$ cat config.mk
export PLATFORM = sky130hd
export DESIGN_NAME = ai_scheduler
export DESIGN_NICKNAME = d
export VERILOG_FILES = /design/src/rtl/ai_scheduler.sv
export SDC_FILE = /design/constraint.sdc
export NUM_CORES = 1
export LEC_CHECK = 0
export ABC_AREA = 1
export CORE_MARGIN = 2
export CORE_UTILIZATION = 49
export CTS_BUF_LIST = sky130_fd_sc_hd__clkbuf_2 sky130_fd_sc_hd__clkbuf_4 sky130_fd_sc_hd__clkbuf_8
export CTS_CLUSTER_DIAMETER = 120
export DETAILED_ROUTE_END_ITERATION = 12
export MAX_ROUTING_LAYER = met4
export PLACE_DENSITY_LB_ADDON = 0.15
export SETUP_SLACK_MARGIN = 0.2
export SLEW_MARGIN = 10
export SYNTH_ARGS = -nofsm -noshare
export SYNTH_HDL_FRONTEND = slang
export SYNTH_SLANG_ARGS = --single-unit
$ cat constraint.sdc
create_clock -name clk_1 -period 4.29 [get_ports clk_1]
set_clock_uncertainty 0.1 [all_clocks]
set_input_delay 0.858 -clock clk_1 [delete_from_list [all_inputs] [get_ports clk_1]]
set_output_delay 0.858 -clock clk_1 [all_outputs]
set_load 0.1 [all_outputs]
$ cat src/rtl/ai_scheduler.sv
// ai_scheduler: per-frame sequencer for AI slots sharing one move datapath.
// On each accepted frame tick it walks slots 0..AI_NUM-1 in order. Every
// enabled slot gets one move request. When that request completes, the
// scheduler checks whether the slot's AI sits inside the detect window
// around the hero. At the end of the frame the hit count is published
// on detect_num.
//
// Optional feature: define AI_SCHED_TIMEOUT_EN to abandon a request that
// gets no mv_ack within TMO cycles. An abandoned slot is not counted, and
// the sticky tmo_err flag is set. Without the macro, tmo_err is tied low.
//
// Ports:
//   clk_1       sole clock, rising edge
//   rst         asynchronous active-low reset
//   tick        frame-tick pulse (dropped with overrun while busy)
//   ai_enable   per-slot alive mask
//   hero_x/y    hero position
//   ai_x/y_flat AI positions, slot k at [k*COORD_W +: COORD_W]
//   mv_req      move request, held until mv_ack
//   mv_idx      slot being moved
//   mv_ack      move complete (only honoured while requesting)
//   busy        frame sequencing in progress
//   frame_done  one-cycle end-of-frame pulse
//   overrun     one-cycle pulse, issued the cycle after a dropped tick
//   detect_num  enabled AIs inside the detect window, last frame
//   tmo_err     sticky request-timeout flag
module ai_scheduler #(
  parameter int unsigned AI_NUM  = 4,
  parameter int unsigned COORD_W = 10,
  parameter int unsigned DET_R   = 64,
  parameter int unsigned TMO     = 15
) (
  input  logic                          clk_1,
  input  logic                          rst,
  input  logic                          tick,
  input  logic [AI_NUM-1:0]             ai_enable,
  input  logic [COORD_W-1:0]            hero_x,
  input  logic [COORD_W-1:0]            hero_y,
  input  logic [AI_NUM*COORD_W-1:0]     ai_x_flat,
  input  logic [AI_NUM*COORD_W-1:0]     ai_y_flat,
  output logic                          mv_req,
  output logic [$clog2(AI_NUM)-1:0]     mv_idx,
  input  logic                          mv_ack,
  output logic                          busy,
  output logic                          frame_done,
  output logic                          overrun,
  output logic [$clog2(AI_NUM+1)-1:0]   detect_num,
  output logic                          tmo_err
);

  localparam int unsigned IDX_W  = $clog2(AI_NUM);
  localparam int unsigned CNT_W  = $clog2(AI_NUM + 1);
  localparam int unsigned DIFF_W = COORD_W + 1;

  localparam logic [IDX_W-1:0]  LAST_SLOT = IDX_W'(AI_NUM - 1);
  localparam logic [DIFF_W-1:0] DET_LIM   = DIFF_W'(DET_R);

  typedef enum logic [1:0] {
    S_IDLE = 2'd0,
    S_SCAN = 2'd1,
    S_REQ  = 2'd2,
    S_DONE = 2'd3
  } state_t;

  state_t            state, state_nxt;
  logic [IDX_W-1:0]  slot, slot_nxt;
  logic [CNT_W-1:0]  acc, acc_nxt, acc_inc;
  logic              mv_req_nxt;
  logic [IDX_W-1:0]  mv_idx_nxt;
  logic              busy_nxt;
  logic              frame_done_nxt;
  logic              overrun_nxt;
  logic [CNT_W-1:0]  detect_nxt;
  logic              advance;
  logic              hit;

  // Unpack the flat position buses into per-slot arrays.
  logic [COORD_W-1:0] ai_x [AI_NUM];
  logic [COORD_W-1:0] ai_y [AI_NUM];

  for (genvar k = 0; k < AI_NUM; k++) begin : g_unpack
    assign ai_x[k] = ai_x_flat[k*COORD_W +: COORD_W];
    assign ai_y[k] = ai_y_flat[k*COORD_W +: COORD_W];
  end

  // Absolute difference computed one bit wider so it can never wrap.
  function automatic logic [DIFF_W-1:0] abs_diff(input logic [COORD_W-1:0] a,
                                                 input logic [COORD_W-1:0] b);
    logic [DIFF_W-1:0] ae;
    logic [DIFF_W-1:0] be;
    ae = DIFF_W'(a);
    be = DIFF_W'(b);
    return (ae >= be) ? (ae - be) : (be - ae);
  endfunction

  // Detect-window test for the slot currently being evaluated.
  logic in_window_c;
  assign in_window_c = (abs_diff(ai_x[slot], hero_x) <= DET_LIM) &&
                       (abs_diff(ai_y[slot], hero_y) <= DET_LIM);

`ifdef AI_SCHED_TIMEOUT_EN
  localparam int unsigned TMO_W = (TMO > 1) ? $clog2(TMO) : 1;
  localparam logic [TMO_W-1:0] TMO_LAST = TMO_W'(TMO - 1);

  logic [TMO_W-1:0] tmo_cnt, tmo_cnt_nxt;
  logic             tmo_err_nxt;
`else
  // The timeout length has no meaning in this build.
  logic unused_tmo;
  assign unused_tmo = ^32'(TMO);
  assign tmo_err    = 1'b0;
`endif

  // Next-state and registered-output logic.
  always_comb begin
    state_nxt      = state;
    slot_nxt       = slot;
    acc_nxt        = acc;
    mv_req_nxt     = mv_req;
    mv_idx_nxt     = mv_idx;
    frame_done_nxt = 1'b0;
    detect_nxt     = detect_num;
    advance        = 1'b0;
    hit            = 1'b0;
`ifdef AI_SCHED_TIMEOUT_EN
    tmo_cnt_nxt    = tmo_cnt;
    tmo_err_nxt    = tmo_err;
`endif

    case (state)
      S_IDLE: begin
        if (tick) begin
          state_nxt = S_SCAN;
          slot_nxt  = '0;
          acc_nxt   = '0;
        end
      end
      S_SCAN: begin
        if (ai_enable[slot]) begin
          state_nxt  = S_REQ;
          mv_req_nxt = 1'b1;
          mv_idx_nxt = slot;
`ifdef AI_SCHED_TIMEOUT_EN
          tmo_cnt_nxt = '0;
`endif
        end else begin
          advance = 1'b1;
        end
      end
      S_REQ: begin
        if (mv_ack) begin
          mv_req_nxt = 1'b0;
          advance    = 1'b1;
          hit        = in_window_c;
`ifdef AI_SCHED_TIMEOUT_EN
        end else if (tmo_cnt == TMO_LAST) begin
          // Give up on this slot; it is not counted.
          mv_req_nxt  = 1'b0;
          advance     = 1'b1;
          tmo_err_nxt = 1'b1;
        end else begin
          tmo_cnt_nxt = tmo_cnt + TMO_W'(1);
`endif
        end
      end
      S_DONE: begin
        state_nxt = S_IDLE;
      end
      default: begin
        state_nxt = S_IDLE;
      end
    endcase

    // Leave the current slot: next slot, or close the frame.
    acc_inc = acc + CNT_W'(hit);
    if (advance) begin
      acc_nxt = acc_inc;
      if (slot == LAST_SLOT) begin
        state_nxt      = S_DONE;
        frame_done_nxt = 1'b1;
        detect_nxt     = acc_inc;
      end else begin
        state_nxt = S_SCAN;
        slot_nxt  = slot + IDX_W'(1);
      end
    end

    busy_nxt    = (state_nxt != S_IDLE);
    overrun_nxt = tick && (state != S_IDLE);
  end

  // State and output registers.
  always_ff @(posedge clk_1 or negedge rst) begin
    if (!rst) begin
      state      <= S_IDLE;
      slot       <= '0;
      acc        <= '0;
      mv_req     <= 1'b0;
      mv_idx     <= '0;
      busy       <= 1'b0;
      frame_done <= 1'b0;
      overrun    <= 1'b0;
      detect_num <= '0;
    end else begin
      state      <= state_nxt;
      slot       <= slot_nxt;
      acc        <= acc_nxt;
      mv_req     <= mv_req_nxt;
      mv_idx     <= mv_idx_nxt;
      busy       <= busy_nxt;
      frame_done <= frame_done_nxt;
      overrun    <= overrun_nxt;
      detect_num <= detect_nxt;
    end
  end

`ifdef AI_SCHED_TIMEOUT_EN
  // Request-timeout counter and sticky error flag.
  always_ff @(posedge clk_1 or negedge rst) begin
    if (!rst) begin
      tmo_cnt <= '0;
      tmo_err <= 1'b0;
    end else begin
      tmo_cnt <= tmo_cnt_nxt;
      tmo_err <= tmo_err_nxt;
    end
  end
`endif

endmodule

==> run metrics, run 1 <==
Clk Latency, worst-skew pair=250 ps; Synth cell types=34; Worst setup SP type=input pin; status=finished clean; leakage power=0.00281 µW; CP Max Fanout=7; Ys Warns=0; setup tns final=0 ps; Die Span Y=between 90 and 100 µm; # diodes=0; gr ovfl total=0; vias=roughly 4,600; Pre-antenna DRT Iters=6; synthesis-to-layout area growth=34.8%; Worst EP arrival=just under 4000 ps; Post-DP HPWL=~9.4 mm; area of the mapped netlist=~3800 µm²; WHS=slightly below 400 ps; Final Power=between 3000 and 4000 µW; CP max-delay cell=clkdlybuf4s50_1; relative slew slack=0.347; row count=31; # setup viols final=0; RePlAce Congestion=just under 1; die width=91.7 µm; cts hold-fix bufs=0; Post-Route WL=approximately 11 mm; Hold Vio Cnt, Final=0; postcts setup bufs=0; post-synthesis sequential area ratio=0.106; first-pass GRT wire length=18.9 mm; Critical Path, Cell by Cell=clkdlybuf4s50_1 -> nand2_1 -> a32oi_1 -> ha_1 -> a21oi_1 -> nand2_1 -> nand2_1 -> nand2_1 -> nand2_1 -> nand2_1 -> nor2_2 -> nand2_1 -> nand2_1 -> nand2_1 -> inv_1 -> nand2_1 -> nor2_2 -> ha_1 -> ha_1 -> xor2_1 -> inv_1 -> o21ai_0; post-CTS sizing=0; CP Buf/Inv Count=3; initial antenna violation count=0; Reg clk slew, reported paths=~60 ps; DRC Markers=0; f_max=263 MHz; post-synthesis register bit count=16; Max Cap Viol=0; Final #Nets=around 940; vias in the first global route=approximately 4,300; htree depth=1; routed len/inst=12.9 µm; clk buf depth=2; Tmin final=roughly 3800 ps; Core ar.=between 7000 and 8000 µm²; Starting Density=0.511; most common cell after layout, fill and taps aside=nand2_1; CP required=between 4000 and 5000 ps; share of post-route cells with drive strength above 1=0.0457; Hold WC Path Type=reg2reg; port bufs=around 120; VDD IR max=~0.27 mV; Layout Cells excl Fill=886; worst-margin pin slew=977 ps; via/cell ratio=~5.2; CTS Buf Count=3; CTS tree=built; final worst setup slack=485 ps; most used cell, CP=nand2_1; Die Area=8410 µm²; syn avg cell area=~5.5 µm²; pin count of the biggest net entering global routing=45; PD cells=roughly 660 nW/µm²; Root Buffer=clkbuf_8; Worst Setup End Kind=register; CP delay by family, top=simple AND/OR/NAND/NOR gates; WS Path Type=in2reg; RSZ-0062 raised after global routing=false; GRT Resource Usage Total=0.274; initial DRC count=~300; Syn Nets=about 840; crit-path max cell delay=about 450 ps; CTS Sinks=16; commonest cells after routing, fill and taps aside=nand2_1, inv_1, clkdlybuf4s50_1; gate count of the mapped netlist=roughly 680; dpl cells=~900; Place WS=~230 ps; final worst-path cycle share=0.887; fin. max-slew vios=0; Routed Antenna Nets=0; IO Count=118
## synthesized netlist by cell type (all sizes together)
| cell type | n | area share |
|---|---|---|
| o221ai | 1 | 0.0040 |
| clkbuf | 12 | 0.012 |
| a32oi | 20 | 0.046 |
| ha | 48 | 0.16 |
| a31oi | 1 | 0.0033 |
| conb | 1 | 0.0010 |
| clkinv | 1 | 0.0010 |
| o21bai | 5 | 0.010 |
| xor2 | 8 | 0.019 |
| inv | 130 | 0.13 |
| dfrtp | 16 | 0.11 |
| o21ai | 17 | 0.026 |
| nor3 | 2 | 0.0027 |
| nand2 | 269 | 0.28 |
| a21oi | 42 | 0.056 |
| or2 | 1 | 0.0017 |
| buf | 5 | 0.0096 |
| nand4 | 7 | 0.012 |
| o21a | 3 | 0.0060 |
| a21boi | 1 | 0.0020 |
| and3 | 1 | 0.0017 |
| nand3 | 52 | 0.072 |
| nor2 | 38 | 0.044 |
## area by class of cell
| class | count | area, µm² |
|---|---|---|
| flip-flops and latches | 16 | 400 |
| multi-input cells | 517 | 2820 |
| fillers | 667 | 2290 |
| clock buffers | 4 | 55.1 |
| inverters | 131 | 497 |
| repair buffers | 119 | 1180 |
| well taps | 99 | 124 |
## metal layers
| metal | share of wire | GRT usage | up-vias |
|---|---|---|---|
| met4 | 0.0065 | 0.0336 | 0 |
| met1 | 0.45 | 0.349 | 2059 |
| met5 | 0 | - | - |
| met2 | 0.46 | 0.480 | 194 |
| met3 | 0.079 | 0.0345 | 8 |
| li1 | - | - | 2348 |
## final timing paths
path | start | endpoint | slack [ps] | cells past startpoint
min in group asynchronous | rst | mv_idx[0] | 930 | 1
worst max-delay path | ai_y_flat[13] | detect_num[2] | 480 | 22
worst min register to register | detect_num[0] | detect_num[0] | 390 | 2
max in group asynchronous | rst | acc[1] | 2730 | 1
worst min-delay path | detect_num[0] | detect_num[0] | 390 | 2
worst max register to register | slot[0] | detect_num[2] | 650 | 23
## power by group
part	total, µW	switching [µW]	internal, µW
Combinational	2990	1960	1030
Clock	132	50.8	81.4
Sequential	218	25.6	193
## per-stage QoR
| step | area [µm²] | utilization |
|---|---|---|
| floorplan | 3770 | - |
| global placement | 4990 | 0.678 |
| CTS | 5050 | 0.685 |
| detailed placement | 4990 | 0.678 |
| finish | 5080 | 0.689 |
| global route | 5080 | 0.689 |
## flip-flops by register name, indices dropped and copies added (netlist names)
register    count
acc             3
busy            1
detect_num      3
frame_done      1
mv_idx          2
mv_req          1
overrun         1
slot            2
state           2
## worst reg2reg max path, stage by stage, from the launching register on
cell and delay [ps]:
dfrtp_1 390, buf_4 420, a21oi_1 190, a32oi_1 280, inv_1 90, ha_1 330, nand2_1 130, inv_1 70
nand2_1 90, nand3_1 100, nand2_1 80, nand2_1 80, o21bai_1 160, nand2_1 60, nand2_1 50, nand2_1 60
clkinv_1 50, nand2_1 70, nor2_2 30, ha_1 170, ha_1 190, xor2_1 150, inv_1 70, o21ai_0 160
## cells by family after synthesis
logic type / count (synthesis) / share of synthesized area
buf+inv: 148 / 0.153
other cells: 1 / 0.000995
xor+xnor: 8 / 0.0186
compound gates: 90 / 0.153
fa+ha+maj: 48 / 0.159
flops: 16 / 0.106
simple gates: 370 / 0.409
(Power assumes the default switching activity.)
==> inputs of run 2 (changes only) <==
--- a/config.mk
+++ b/config.mk
@@ -7,5 +7,5 @@
 export LEC_CHECK = 0
-export ABC_AREA = 1
+export CAP_MARGIN = 20
 export CORE_MARGIN = 2
-export CORE_UTILIZATION = 49
+export CORE_UTILIZATION = 47
 export CTS_BUF_LIST = sky130_fd_sc_hd__clkbuf_2 sky130_fd_sc_hd__clkbuf_4 sky130_fd_sc_hd__clkbuf_8
--- a/constraint.sdc
+++ b/constraint.sdc
@@ -4,2 +4,2 @@
 set_output_delay 0.858 -clock clk_1 [all_outputs]
-set_load 0.1 [all_outputs]
+set_load 0.005 [all_outputs]
==> run metrics, run 2 <==
status=finished clean; die width=around 87 µm; # diodes=0; DP Area=~4900 µm²; Worst EP arrival=just over 4000 ps; # setup viols final=0; Die Area=approximately 7500 µm²; Post-synth EDFFs=0; commonest cells after routing, fill and taps aside=buf_4, clkdlybuf4s50_1, inv_1; Post-Route WL=between 10 and 15 mm; via/cell ratio=5.59; FF/Latch Area=around 400 µm²; Pre-antenna DRT Iters=4; first-pass GRT wire length=between 15 and 20 mm; CTS Buf Count=3; Final #Nets=about 730; Switching Power=about 1100 µW; Seq pwr share=0.082; leakage power=~0.0026 µW; Ys Warns=0; Post-synth ARST share=1.00; most common cell in the netlist=inv_1; CTS tree=built; synth cell count leaders=inv_1, ha_1, a21oi_1; initial antenna violation count=0; initial DRC count=between 100 and 150; top cell type's share of synthesized area=0.186; Core ar.=approximately 6700 µm²; IO Count=approximately 120; GRT Resource Usage Total=0.260; WS Path Type=in2reg; Synth area leader=ha_1; part of the power in the clock network=0.044; biggest regs=acc x3, detect_num x3; Starting Density=0.479; ys flop type=dfrtp_1; Root Buffer=clkbuf_8; CTS Sinks=16; WHS=approximately 380 ps; Tmin final=~4100 ps; most common cell after layout, fill and taps aside=buf_4; PD cells=445 nW/µm²; CP delay by family, top=compound AO/OA/AOI/OAI gates; Worst setup SP type=input pin; Syn Nets=~540; RSZ-0062 raised after global routing=true; area of the mapped netlist=3220 µm²; syn avg cell area=~8.4 µm²; vias in the first global route=between 3,000 and 4,000; share of post-route cells with drive strength above 1=0.357; Die Span Y=about 87 µm; CP Max Fanout=3; Comb power frac=0.874; Hold WC Path Type=reg2reg; row count=30; Worst Setup End Kind=register; vias=3,657; post-synthesis register bit count=16; port bufs=116; fin. max-slew vios=0; VDD IR max=approximately 0.48 mV; sw frac=0.440; Synth cell types=between 60 and 70; crit-path max cell delay=about 500 ps; DRC Markers=0; Internal=1410 µW; htree depth=1; CP Buf/Inv Count=3; final core occ=0.841; RePlAce Congestion=0.884; Hold Vio Cnt, Final=0; CP required=4310 ps; Clk Latency, worst-skew pair=around 250 ps; final worst-path cycle share=0.962; Post-DP HPWL=~7.9 mm; multi-input gate area in the final layout=slightly above 3000 µm²; relative slew slack=0.545; clk buf depth=2; synthesis-to-layout area growth=75.5%; Reg clk slew, reported paths=~60 ps; Routed Antenna Nets=0; Critical Path, Cell by Cell=buf_6 -> mux4_2 -> inv_2 -> ha_4 -> buf_6 -> a2111o_1 -> o221ai_2 -> mux2_4 -> nor4_4 -> nand2_1 -> o221a_2 -> a211oi_2 -> ha_2 -> ha_4 -> xnor2_2 -> o21ai_1; routed len/inst=between 15 and 20 µm; pin count of the biggest net entering global routing=17; worst-margin pin slew=roughly 680 ps; gate count of the mapped netlist=between 300 and 400; FILL cells=approximately 410; Max Cap Viol=0; post-synthesis sequential area ratio=0.124; f_max=around 240 MHz; setup tns final=0 ps; top post-synthesis cells by area=ha_1, mux4_2, dfrtp_1; Finished Cell Area=roughly 5700 µm²; CP max-delay cell=mux4_2; gr ovfl total=0
-- run 2: cell count changes in the layout (fill, tap and decap cells not counted), sizes merged, moves of 9 or more --
| cell | delta |
|---|---|
| inv | -75 |
| a21o | +9 |
| nand2 | -247 |
| a32oi | -20 |
| nor2 | -11 |
| dlygate4sd2 | +16 |
| xnor2 | +11 |
| buf | +87 |
| nand3 | -43 |
| a21oi | -15 |
| clkdlybuf4s50 | -46 |
| mux4 | +21 |
| dlymetal6s2s | +15 |
| o21ai | +10 |
-- run 2: cell families after synthesis --
logic type	after synthesis	share of synthesized area
AO/OA/AOI/OAI	103	0.226
multiplexers	26	0.164
other	1	0.00116
flip-flops	16	0.124
buffers and inverters	71	0.0878
XOR/XNOR	18	0.0490
AND/OR/NAND/NOR	102	0.161
adder cells (fa/ha/maj)	48	0.186
-- run 2: timing repair --
action | 4_1_cts | 5_1_grt
setup buffers | 10 | 15
hold endpoints to repair | 0 | 0
pin swaps | 42 | 51
resized for setup | 95 | 76
hold buffers | 0 | 0
endpoints found under the setup margin | 6 | 6
-- run 2: final cells by class --
cell class                 count  share of cell area
clock buffer                   3             0.00730
inverter                      55              0.0370
multi-input combinational    298               0.541
sequential                    16              0.0708
tap                           80              0.0177
timing repair buffer         202               0.326
-- run 2: stage by stage --
step / setup WS (ps) / instances / power [µW]
floorplan: 230 / 385 / 1280
global route: 40.2 / 654 / 2690
finish: 162 / 654 / 2510
global placement: -309 / 626 / 1850
detailed placement: -361 / 626 / 1890
CTS: 136 / 639 / 2220
-- run 2: path summary, 6_finish.rpt --
path                          startpoint  cells past startpoint            end  slack [ps]
min reg2reg                detect_num[0]                      2  detect_num[0]         380
max                        ai_y_flat[34]                     16         acc[2]         160
max in group asynchronous            rst                      1       state[1]        2740
min in group asynchronous            rst                      1  detect_num[0]         920
max reg2reg                      slot[0]                     16         acc[2]         270
min                        detect_num[0]                      2  detect_num[0]         380
-- run 2: metal layers --
metal  global-route usage  up-vias  wire length (µm)  part of all wire
met1                0.305     1749              4190              0.40
met2                0.476      118              5690              0.54
met5                    -        -                 0                 0
met4               0.0526        0               216             0.021
li1                     -     1770                 -                 -
met3               0.0295       20               428             0.041
-- run 2: power groups by stage --
stage               Clock, µW  Combinational, µW  Sequential [µW]
finish                    111               2200              205
global route              119               2360              209
CTS                       112               1900              205
detailed placement          0               1680              208
global placement            0               1640              206
floorplan                   0               1080              206
-- run 2: worst min-delay path, delay by kind of cell (launching register included) --
kind | cells | cell delay (ps)
compound gates | 1 | 60
flops | 1 | 340
simple gates | 1 | 50
==> inputs of run 3 (changes only) <==
CORE_MARGIN = default   (was 2)
clock period = 4.6 ns   (was 4.29 ns; I/O delays follow)
==> run metrics, run 3 (synthesis results as in run 2) <==
status=finished with violations; failing checks=DRC; share of post-route cells with drive strength above 1=0.211; htree depth=1; port bufs=~120; GRT Resource Usage Total=0.260; Metal-1 WL=between 3 and 4 mm; Hold WC Path Type=reg2reg; synthesis-to-layout area growth=53.3%; biggest regs=acc x3, detect_num x3; worst hold endpoint=detect_num[2]; Reg clk slew, reported paths=approximately 60 ps; Tmin final=4280 ps; CP Buf/Inv Count=2; f_max=about 230 MHz; dpl cells=around 590; Final Power=between 1500 and 2000 µW; fin. max-slew vios=0; leakage power=about 0.0022 µW; Finished Cell Area=4940 µm²; WL met2=around 4.9 mm; Die Area=a little over 7000 µm²; most common cell after layout, fill and taps aside=clkdlybuf4s50_1; vias in the first global route=3,490; relative slew slack=0.509; PD cells=385 nW/µm²; first-pass GRT wire length=around 15 mm; final worst-path cycle share=0.931; Layout Cells excl Fill=roughly 600; initial antenna violation count=0; pin count of the biggest net entering global routing=17; Core ar.=~6500 µm²; CTS Sinks=16; Hold Vio Cnt, Final=0; Hold Crit Start=detect_num[2]; CTS Buf Count=3; vias=around 3,400; via/cell ratio=around 5.6; Routed Antenna Nets=0; Max Cap Viol=0; CTS tree=built; Starting Density=0.496; Post-DP HPWL=between 7 and 8 mm; CP Max Fanout=5; # setup viols final=0; worst reg2reg path depth=16; Final #Nets=680; Critical Path, Cell by Cell=clkdlybuf4s50_1 -> mux4_2 -> ha_1 -> nand2b_1 -> a21oi_1 -> o41ai_2 -> o21bai_1 -> a21oi_1 -> a41oi_1 -> o221a_2 -> a211oi_2 -> ha_2 -> ha_4 -> inv_2 -> o21ai_1; clk buf depth=2; RR Startpoint=slot[0]; Post-Route WL=9.24 mm; Root Buffer=clkbuf_8; hold depth=2; Worst Setup End Kind=register; cts hold-fix bufs=0; WS Path Type=in2reg; die width=about 85 µm; WHS=around 400 ps; routed len/inst=~15 µm; IO Count=around 120; Worst EP arrival=4310 ps; CP required=around 4600 ps; Die Span Y=around 85 µm; CP max-delay cell=mux4_2; CP delay by family, top=compound AO/OA/AOI/OAI gates; row count=29; gr ovfl total=0; setup slack, reg-to-reg=520 ps; commonest cells after routing, fill and taps aside=clkdlybuf4s50_1, inv_1, ha_1; Clk Latency, worst-skew pair=approximately 250 ps; worst-margin pin slew=~730 ps; VDD IR max=0.349 mV; # diodes=0; Pre-antenna DRT Iters=11; setup tns final=0 ps; routed wl met3=approximately 340 µm; r2r endpoint=detect_num[1]; DRC Markers=5; RePlAce Congestion=just under 0.9; crit-path max cell delay=about 480 ps; RSZ-0062 raised after global routing=false; Worst setup SP type=input pin; DP Area=approximately 4600 µm²; most used cell, CP=a21oi_1; initial DRC count=~120; DR top layer=met4
run 3: power by group:
part           switching, µW  internal (µW)  leakage [µW]
logic                    803            802       0.00199
clock network           45.8           58.0     0.0000216
registers               18.0            172      0.000210
run 3: how the worst max path moves through the flow:
stage | endpoint | depth (start not counted) | start
CTS | detect_num[2] | 15 | ai_x_flat[22]
detailed placement | detect_num[2] | 15 | ai_y_flat[33]
floorplan | acc[2] | 17 | slot[0]
global route | acc[2] | 16 | ai_x_flat[4]
global placement | detect_num[2] | 15 | ai_y_flat[24]
finish | detect_num[1] | 15 | ai_y_flat[21]
run 3: cell type report:
class,count,area (µm²)
sequential,16,400
tap,77,96.3
multi-input combinational,298,2750
clock buffer,3,41.3
inverter,55,206
fill,487,1560
timing repair buffer,150,1450
run 3: metal layers:
| layer | vias to the layer above | track usage |
|---|---|---|
| met5 | - | - |
| met4 | 0 | 0.0555 |
| met3 | 14 | 0.0256 |
| met2 | 99 | 0.482 |
| met1 | 1594 | 0.304 |
| li1 | 1665 | - |
run 3: repair_timing:
item                       in CTS  in global routing
pin swaps                       3                 23
setup endpoints to repair       4                  6
resized for setup               7                 46
setup buffers                   0                  3
run 3: through the flow:
step	utilization	setup slack, ps
6_report	0.760	317
5_1_grt	0.760	139
4_1_cts	0.726	204
3_5_place_dp	0.714	-106
3_3_place_gp	0.714	-33.4
2_1_floorplan	-	409
run 3: worst min-delay path: stages (launching register included):
cell and delay [ps]:
dfrtp_1 350, nand2_1 50, o21ai_1 60
